### src/rtl/irq_controller.sv
// Eight-source interrupt controller with per-source mask and edge/level mode.
// One request is in flight at a time; the lowest-index source has priority.
module irq_controller (
  input  logic       clk,
  input  logic       rst,
  input  logic [7:0] src,
  input  logic       cfgWe,
  input  logic [1:0] cfgAddr,
  input  logic [7:0] cfgData,
  output logic [7:0] cfgRdata,
  output logic       irIrq,
  output logic [3:0] irData,
  input  logic       irResponse
);

  typedef enum logic [1:0] {
    IDLE    = 2'd0,
    REQ     = 2'd1,
    RELEASE = 2'd2
  } state_e;

  localparam logic [1:0] A_MASK = 2'd0;
  localparam logic [1:0] A_EDGE = 2'd1;
  localparam logic [1:0] A_PEND = 2'd2;
  localparam logic [1:0] A_STAT = 2'd3;

  state_e     state_q, state_d;
  logic [7:0] mask_q, mask_d;
  logic [7:0] edg_q, edg_d;
  logic [7:0] pend_q, pend_d;
  logic [7:0] prev_q;
  logic       irq_q, irq_d;
  logic [2:0] idx_q, idx_d;

  logic [7:0] rise;
  logic [7:0] req;
  logic [7:0] clr;
  logic [7:0] pend_view;
  logic [2:0] win;
  logic       any;
  logic       ack;

  assign rise = src & ~prev_q;
  assign req  = mask_q & ((edg_q & pend_q) | (~edg_q & src));
  assign any  = |req;
  assign ack  = (state_q == REQ) && irResponse;

  assign pend_view = (edg_q & pend_q) | (~edg_q & src);

  always_comb begin
    win = 3'd0;
    for (int i = 7; i >= 0; i--) begin
      if (req[i]) win = i[2:0];
    end
  end

  always_comb begin
    mask_d = mask_q;
    edg_d  = edg_q;
    if (cfgWe && cfgAddr == A_MASK) mask_d = cfgData;
    if (cfgWe && cfgAddr == A_EDGE) edg_d  = cfgData;
  end

  // Set has priority over clear; level-mode bits never latch.
  always_comb begin
    clr = 8'd0;
    if (cfgWe && cfgAddr == A_PEND) clr = cfgData;
    if (ack) clr[idx_q] = 1'b1;
    pend_d = edg_q & ((pend_q & ~clr) | rise);
  end

  always_comb begin
    state_d = state_q;
    irq_d   = irq_q;
    idx_d   = idx_q;
    unique case (state_q)
      IDLE: begin
        if (any) begin
          idx_d   = win;
          irq_d   = 1'b1;
          state_d = REQ;
        end
      end
      REQ: begin
        if (irResponse) begin
          irq_d   = 1'b0;
          idx_d   = 3'd0;
          state_d = RELEASE;
        end
      end
      RELEASE: begin
        irq_d = 1'b0;
        idx_d = 3'd0;
        if (!irResponse) state_d = IDLE;
      end
      default: begin
        irq_d   = 1'b0;
        idx_d   = 3'd0;
        state_d = IDLE;
      end
    endcase
  end

  always_ff @(posedge clk) begin
    if (rst) begin
      state_q <= IDLE;
      mask_q  <= 8'd0;
      edg_q   <= 8'd0;
      pend_q  <= 8'd0;
      prev_q  <= 8'd0;
      irq_q   <= 1'b0;
      idx_q   <= 3'd0;
    end else begin
      state_q <= state_d;
      mask_q  <= mask_d;
      edg_q   <= edg_d;
      pend_q  <= pend_d;
      prev_q  <= src;
      irq_q   <= irq_d;
      idx_q   <= idx_d;
    end
  end

  always_comb begin
    cfgRdata = 8'd0;
    unique case (cfgAddr)
      A_MASK:  cfgRdata = mask_q;
      A_EDGE:  cfgRdata = edg_q;
      A_PEND:  cfgRdata = pend_view;
      A_STAT:  cfgRdata = {3'b000, state_q,
                           (state_q == REQ) ? idx_q : 3'd0};
      default: cfgRdata = 8'd0;
    endcase
  end

  assign irIrq  = irq_q;
  assign irData = {1'b0, idx_q};

endmodule
### config.mk
export PLATFORM = sky130hd
export DESIGN_NAME = irq_controller
export DESIGN_NICKNAME = d
export VERILOG_FILES = /design/src/rtl/irq_controller.sv
export SDC_FILE = /design/constraint.sdc
export NUM_CORES = 1
export LEC_CHECK = 0
export ABC_AREA = 0
export BUFFER_PORTS_ARGS = -buffer_cell sky130_fd_sc_hd__buf_2
export CAP_MARGIN = 20
export CORE_MARGIN = 5
export CORE_UTILIZATION = 40
export DETAILED_ROUTE_END_ITERATION = 8
export PLACE_DENSITY = 0.63
export SETUP_SLACK_MARGIN = 0.05
export SYNTH_ARGS = -nofsm -noshare
export SYNTH_HDL_FRONTEND = slang
export SYNTH_SLANG_ARGS = --single-unit
### constraint.sdc
create_clock -name clk -period 2.5 [get_ports clk]
set_input_delay 0.125 -clock clk [delete_from_list [all_inputs] [get_ports clk]]
set_output_delay 0.125 -clock clk [all_outputs]
set_load 0.1 [all_outputs]
# --- Word level (Yosys, flattened, before mapping) ---
# Cells that the tools add are included.
word_totals:
  ff_bits: 38
  in_bits: 22
op_classes:
  magnitude_cmp: 2
  eq_ne: 8
  mux: 24
  n_bitwise: 12
  n_reduce_logical: 10
op_table:
  columns: ["cell", "count"]
  rows:
  - ["$and 8x8->8", 6]
  - ["$mux 3", 11]
  - ["$pmux 8 s4", 1]
  - ["$not 8->8", 3]
  - ["$or 8x8->8", 3]
  - ["$mux 8", 2]
  - ["$reduce_or 8->1", 1]
  - ["$eq 2x2->1 const B", 3]
  - ["$mux 2", 3]
  - ["$ne 2x2->1 const B", 3]
  - ["$pmux 2 s3", 1]
  - ["$pmux 3 s2", 1]
  - ["$logic_and 1x1->1", 5]
  - ["$eq 2x1->1 const B", 2]
  - ["$logic_not 2->1", 2]
  - ["$lt 3x4->1 const B", 1]
  - ["$demux 1 s3", 1]
  - ["$ge 3x1->1 const B", 1]
  - ["$mux 1", 3]
  - ["$reduce_and 3->1", 1]
  - ["$pmux 1 s2", 1]
  - ["$reduce_and 2->1", 1]

# --- Depth between registers and ports, before layout ---
logic_depth:
  depth_word: 14
  mapped_depth: 7
  depth_no_buf: 5

# --- Worst setup path after synthesis ---
# OpenSTA, ideal clock, no wires.
synth_timing:
  kind: "input-to-output"
  from: "input cfgAddr[0]"
  to: "output cfgRdata[6]"
  arrival_time_ns: 2.275
  required_ns: 2.375
  setup_slack_ns: 0.100
  stages: 5
  n_path_buf: 2
  path_cell_list: "clkbuf_1 nor2b_1 buf_2 a21oi_1 o22ai_1"
synth_via:
  elab_chain_cells: 2
  word_cells_on_any_way: 5
  classes_between: "3 x eq/ne; 1 x mux; 1 x reduce/logical"
synth_lines:
  columns: ["element", "line", "source"]
  rows:
  - ["from (decl)", "8", "input logic [1:0] cfgAddr,"]
  - ["$eq 2x2->1 (tied with other cells)", "126", "unique case (cfgAddr)"]
  - ["$pmux 8 s4 (*)", "126", null]
  - ["to (decl)", "10", "output logic [7:0] cfgRdata,"]
# Mark *: on every way between the ends. The rest lies on a longest branch, timed or not.

# --- Worst setup path after layout ---
layout_timing:
  from: "register state_q[0]"
  to: "output cfgRdata[0]"
layout_via:
  elab_chain_cells: 3
layout_lines:
  columns: ["element", "line", "source"]
  rows:
  - ["from (decl)", "27", "state_e state_q, state_d;"]
  - ["from (signal assigned)", "114", "state_q <= state_d;"]
  - ["$eq 2x1->1", "131", "(state_q == REQ) ? idx_q : 3'd0};"]
  - ["$mux 3", "131", null]
  - ["$pmux 8 s4", "126", null]
# No other way between the ends.

==> impl_metrics.csv <==
group,metric,value,unit
run_status,status,"completed",
global_routing,grt_pass1_vias,1631,
power,pwr-share-seq,46.9,%
global_routing,track_usage,16.3,%
logic_synthesis,async_reset_ff_share,0,%
route,drtIter0Drc,142,
global_routing,grt_antenna_before_repair,0,
die,core,0.00479,mm^2
min_path,hp-class,"primary input to flop",
setup_path,r2r_end,"pend_q[5]$_SDFF_PP0_",
route,post-route-drc-count,0,
run,maxCapViolations,0,
power,p_sw,458,uW
clock_network,cts_num_sinks,38,
setup_path,end_kind,"primary output",
power,p_leak,0.864,nW
clock_network,cts_buffers,5,
sta,post-route-period-util,83.3,%
min_path,hold_start,"src[3]",
setup_path,cp-endpoint,"cfgRdata[0]",
logic_synthesis,ys_warn_count,0,
logic_synthesis,ys_ff_latch,38,
layout,n_antenna_cell,0,
sta,slew_viol_final,0,
logic_synthesis,synth_edf_count,0,
power,combPwrFrac,22.6,%
route,drt-total-wl,4.92,mm
die,rows,25,
setup_path,crit_path_start_kind,"flop",
placement,place.gp.congestion,0.827,
sta,max_freq,480,MHz
clock_network,cts_resized,0,
logic_synthesis,yosysSeqAreaShare,37.9,%
logic_synthesis,synth-main-ff-cell,"dfxtp_1",
placement,dp_hpwl,3.64,mm
global_routing,use_met2,24.6,%
layout,fin_util,47.7,%
die,ios,35,
layout,fillers,460,
power,irDropWorstVdd,0.425,mV
global_routing,grt_pass1_wl,8.14,mm
clock_network,htreeDepth,2,
setup_path,cp-startpoint,"state_q[0]$_SDFFE_PP0P_",
route,dr.pass1.iters,4,
route,wl_per_cell,15.1,um
logic_synthesis,synth.largest_area_cell,"dfxtp_1",
power,p_sw_share,32.6,%
die,initial_core_util,42.0,%
clock_network,clockBufferDepth,2,
layout,nets,280,
sta,rsz0062_at_grt,"false",
setup_path,worstSetupPathType,"flop to primary output",
logic_synthesis,syn_avg_cell_area,8.73,um^2
sta,worstMarginPinSlew,0.707,ns
power,internal_power,947,uW
sta,hold_violations,0,
setup_path,required,2.38,ns
die,dieArea,0.00654,mm^2
setup_path,r2r-start,"state_q[0]$_SDFFE_PP0P_",
logic_synthesis,synth.top_cell.area_share,37.9,%
clock_network,path_clk_slew,0.07,ns
sta,period_minus_slack,2.08,ns
power,clkPwrFrac,30.5,%
logic_synthesis,syn-instance-count,230,
clock_network,insertion_delay,0.29,ns
route,viasPerCell,5.20,
placement,io_buffers,33,
logic_synthesis,netlist_area,0.00201,mm^2
setup_path,critPathMaxFanout,9,
setup_path,worstPathArrival,1.96,ns
clock_network,cts_root_buf,"clkbuf_8",
sta,max-slew-margin-rel,52.9,%
logic_synthesis,yosysUniqueCellTypes,46,
logic_synthesis,synth.area.top_cells,"dfxtp_1, a21oi_1, nor2b_1",
clock_network,cts_tree,"done",
route,ant_nets,0,
global_routing,grt_overflow,0,
die,die_h,80.9,um
route,vias,1696,
clock_network,ctsHoldBuffers,0,
die,die_x,80.9,um
layout,area_growth,13.8,%
setup_path,rr_worst_depth,5,
power,total_power,1.40,mW
sta,fin_skew,0.00656,ns
sta,setup_violations,0,
global_routing,grt-busiest-layer,"met2",
logic_synthesis,synth_nets,252,
setup_path,rrSetupSlack,0.70,ns
global_routing,met1_usage,23.1,%
clock_network,cts_setup_buffers,0,
global_routing,grt_max_degree,38,
power,powerDensity,615,mW/mm^2
layout,drive_gt1_share,21.6,%
global_routing,met3_usage,3.44,%
sta,setup_tns,0,ns
==> worst max-delay path, cell delays in order (launching register included) <==
cell,delay [ns]
dfxtp_1,0.58
nor2b_4,0.26
and2_1,0.17
mux4_1,0.23
buf_2,0.42
==> routing by layer <==
| layer | vias to the layer above | share of wire (%) |
|---|---|---|
| li1 | 873 | - |
| met1 | 795 | 51 |
| met2 | 23 | 45 |
| met3 | 5 | 3.0 |
| met4 | 0 | 0.87 |
| met5 | - | 0 |
==> cell families after synthesis <==
family / share of synthesized area (%)
other: 0.187
flip-flops: 37.9
AND/OR/NAND/NOR: 23.1
XOR/XNOR: 0.436
multiplexers: 11.8
AO/OA/AOI/OAI: 19.9
buffers and inverters: 6.73
==> metrics by stage <==
stage	area, um^2	setup WS [ns]	std cells	hold slack, ns
2_1_floorplan	2010	0.100	230	0.242
3_3_place_gp	2190	0.764	318	0.364
3_5_place_dp	2190	0.734	318	0.375
4_1_cts	2280	0.413	326	0.0756
5_1_grt	2280	0.301	326	0.0755
6_report	2280	0.418	326	0.0806
==> power groups by stage <==
stage,clock network (mW),logic (mW),registers (mW)
final,0.428,0.317,0.659
after global routing,0.470,0.341,0.662
after CTS,0.436,0.318,0.659
after detailed placement,0,0.317,0.672
after global placement,0,0.315,0.672
after floorplan,0,0.230,0.696
==> registers in the layout (all words and copies together), names as in the netlist <==
register,count
mask_q,8
irIrq,1
edg_q,8
idx_q,3
state_q,2
pend_q,8
prev_q,8
==> cell type report <==
class	count	area (um^2)	share of cell area, %
timing repair buffer	36	188	8.21
multi-input combinational	164	1110	48.7
clock buffer	7	86.3	3.78
tap	67	83.8	3.67
sequential	38	761	33.3
inverter	13	48.8	2.14
clock inverter	1	5.00	0.219
==> how the worst min path moves through the flow <==
stage | endpoint | slack [ns] | depth (start not counted)
floorplan | state_q[0]$_SDFFE_PP0P_ | 0.24 | 1
global placement | prev_q[4]$_SDFF_PP0_ | 0.36 | 2
detailed placement | prev_q[3]$_SDFF_PP0_ | 0.38 | 2
CTS | prev_q[0]$_SDFF_PP0_ | 0.08 | 2
global route | prev_q[0]$_SDFF_PP0_ | 0.08 | 2
finish | prev_q[3]$_SDFF_PP0_ | 0.08 | 2
==> cells in the mapped netlist (4+ instances only) <==
| master | n |
|---|---|
| mux2_2 | 4 |
| nor2_1 | 18 |
| mux2i_1 | 9 |
| a21oi_1 | 23 |
| nand3_1 | 13 |
| nor3b_1 | 7 |
| clkbuf_1 | 7 |
| a32oi_1 | 7 |
| buf_2 | 5 |
| nor2b_1 | 16 |
| inv_1 | 13 |
| nand2_1 | 19 |
| dfxtp_1 | 38 |
==> layout by cell type, fill, tap and decap left out, drive strengths merged, types with 2 or more instances in the layout <==
cell type   n
nand2b      3
a31oi       3
a32oi       7
a2bb2oi     2
nor2b      17
mux2i       9
nand2      19
a21oi      23
and2        2
o21ai       3
a22oi       3
inv        13
mux2        6
and3b       2
mux4        3
nand4       2
o2bb2ai     2
o22ai       3
dfxtp      38
nor3        2
nand3      13
clkbuf      7
nor2       18
buf        36
a2111oi     2
nor3b       7
No activity file was read; power rests on OpenSTA's default activity.
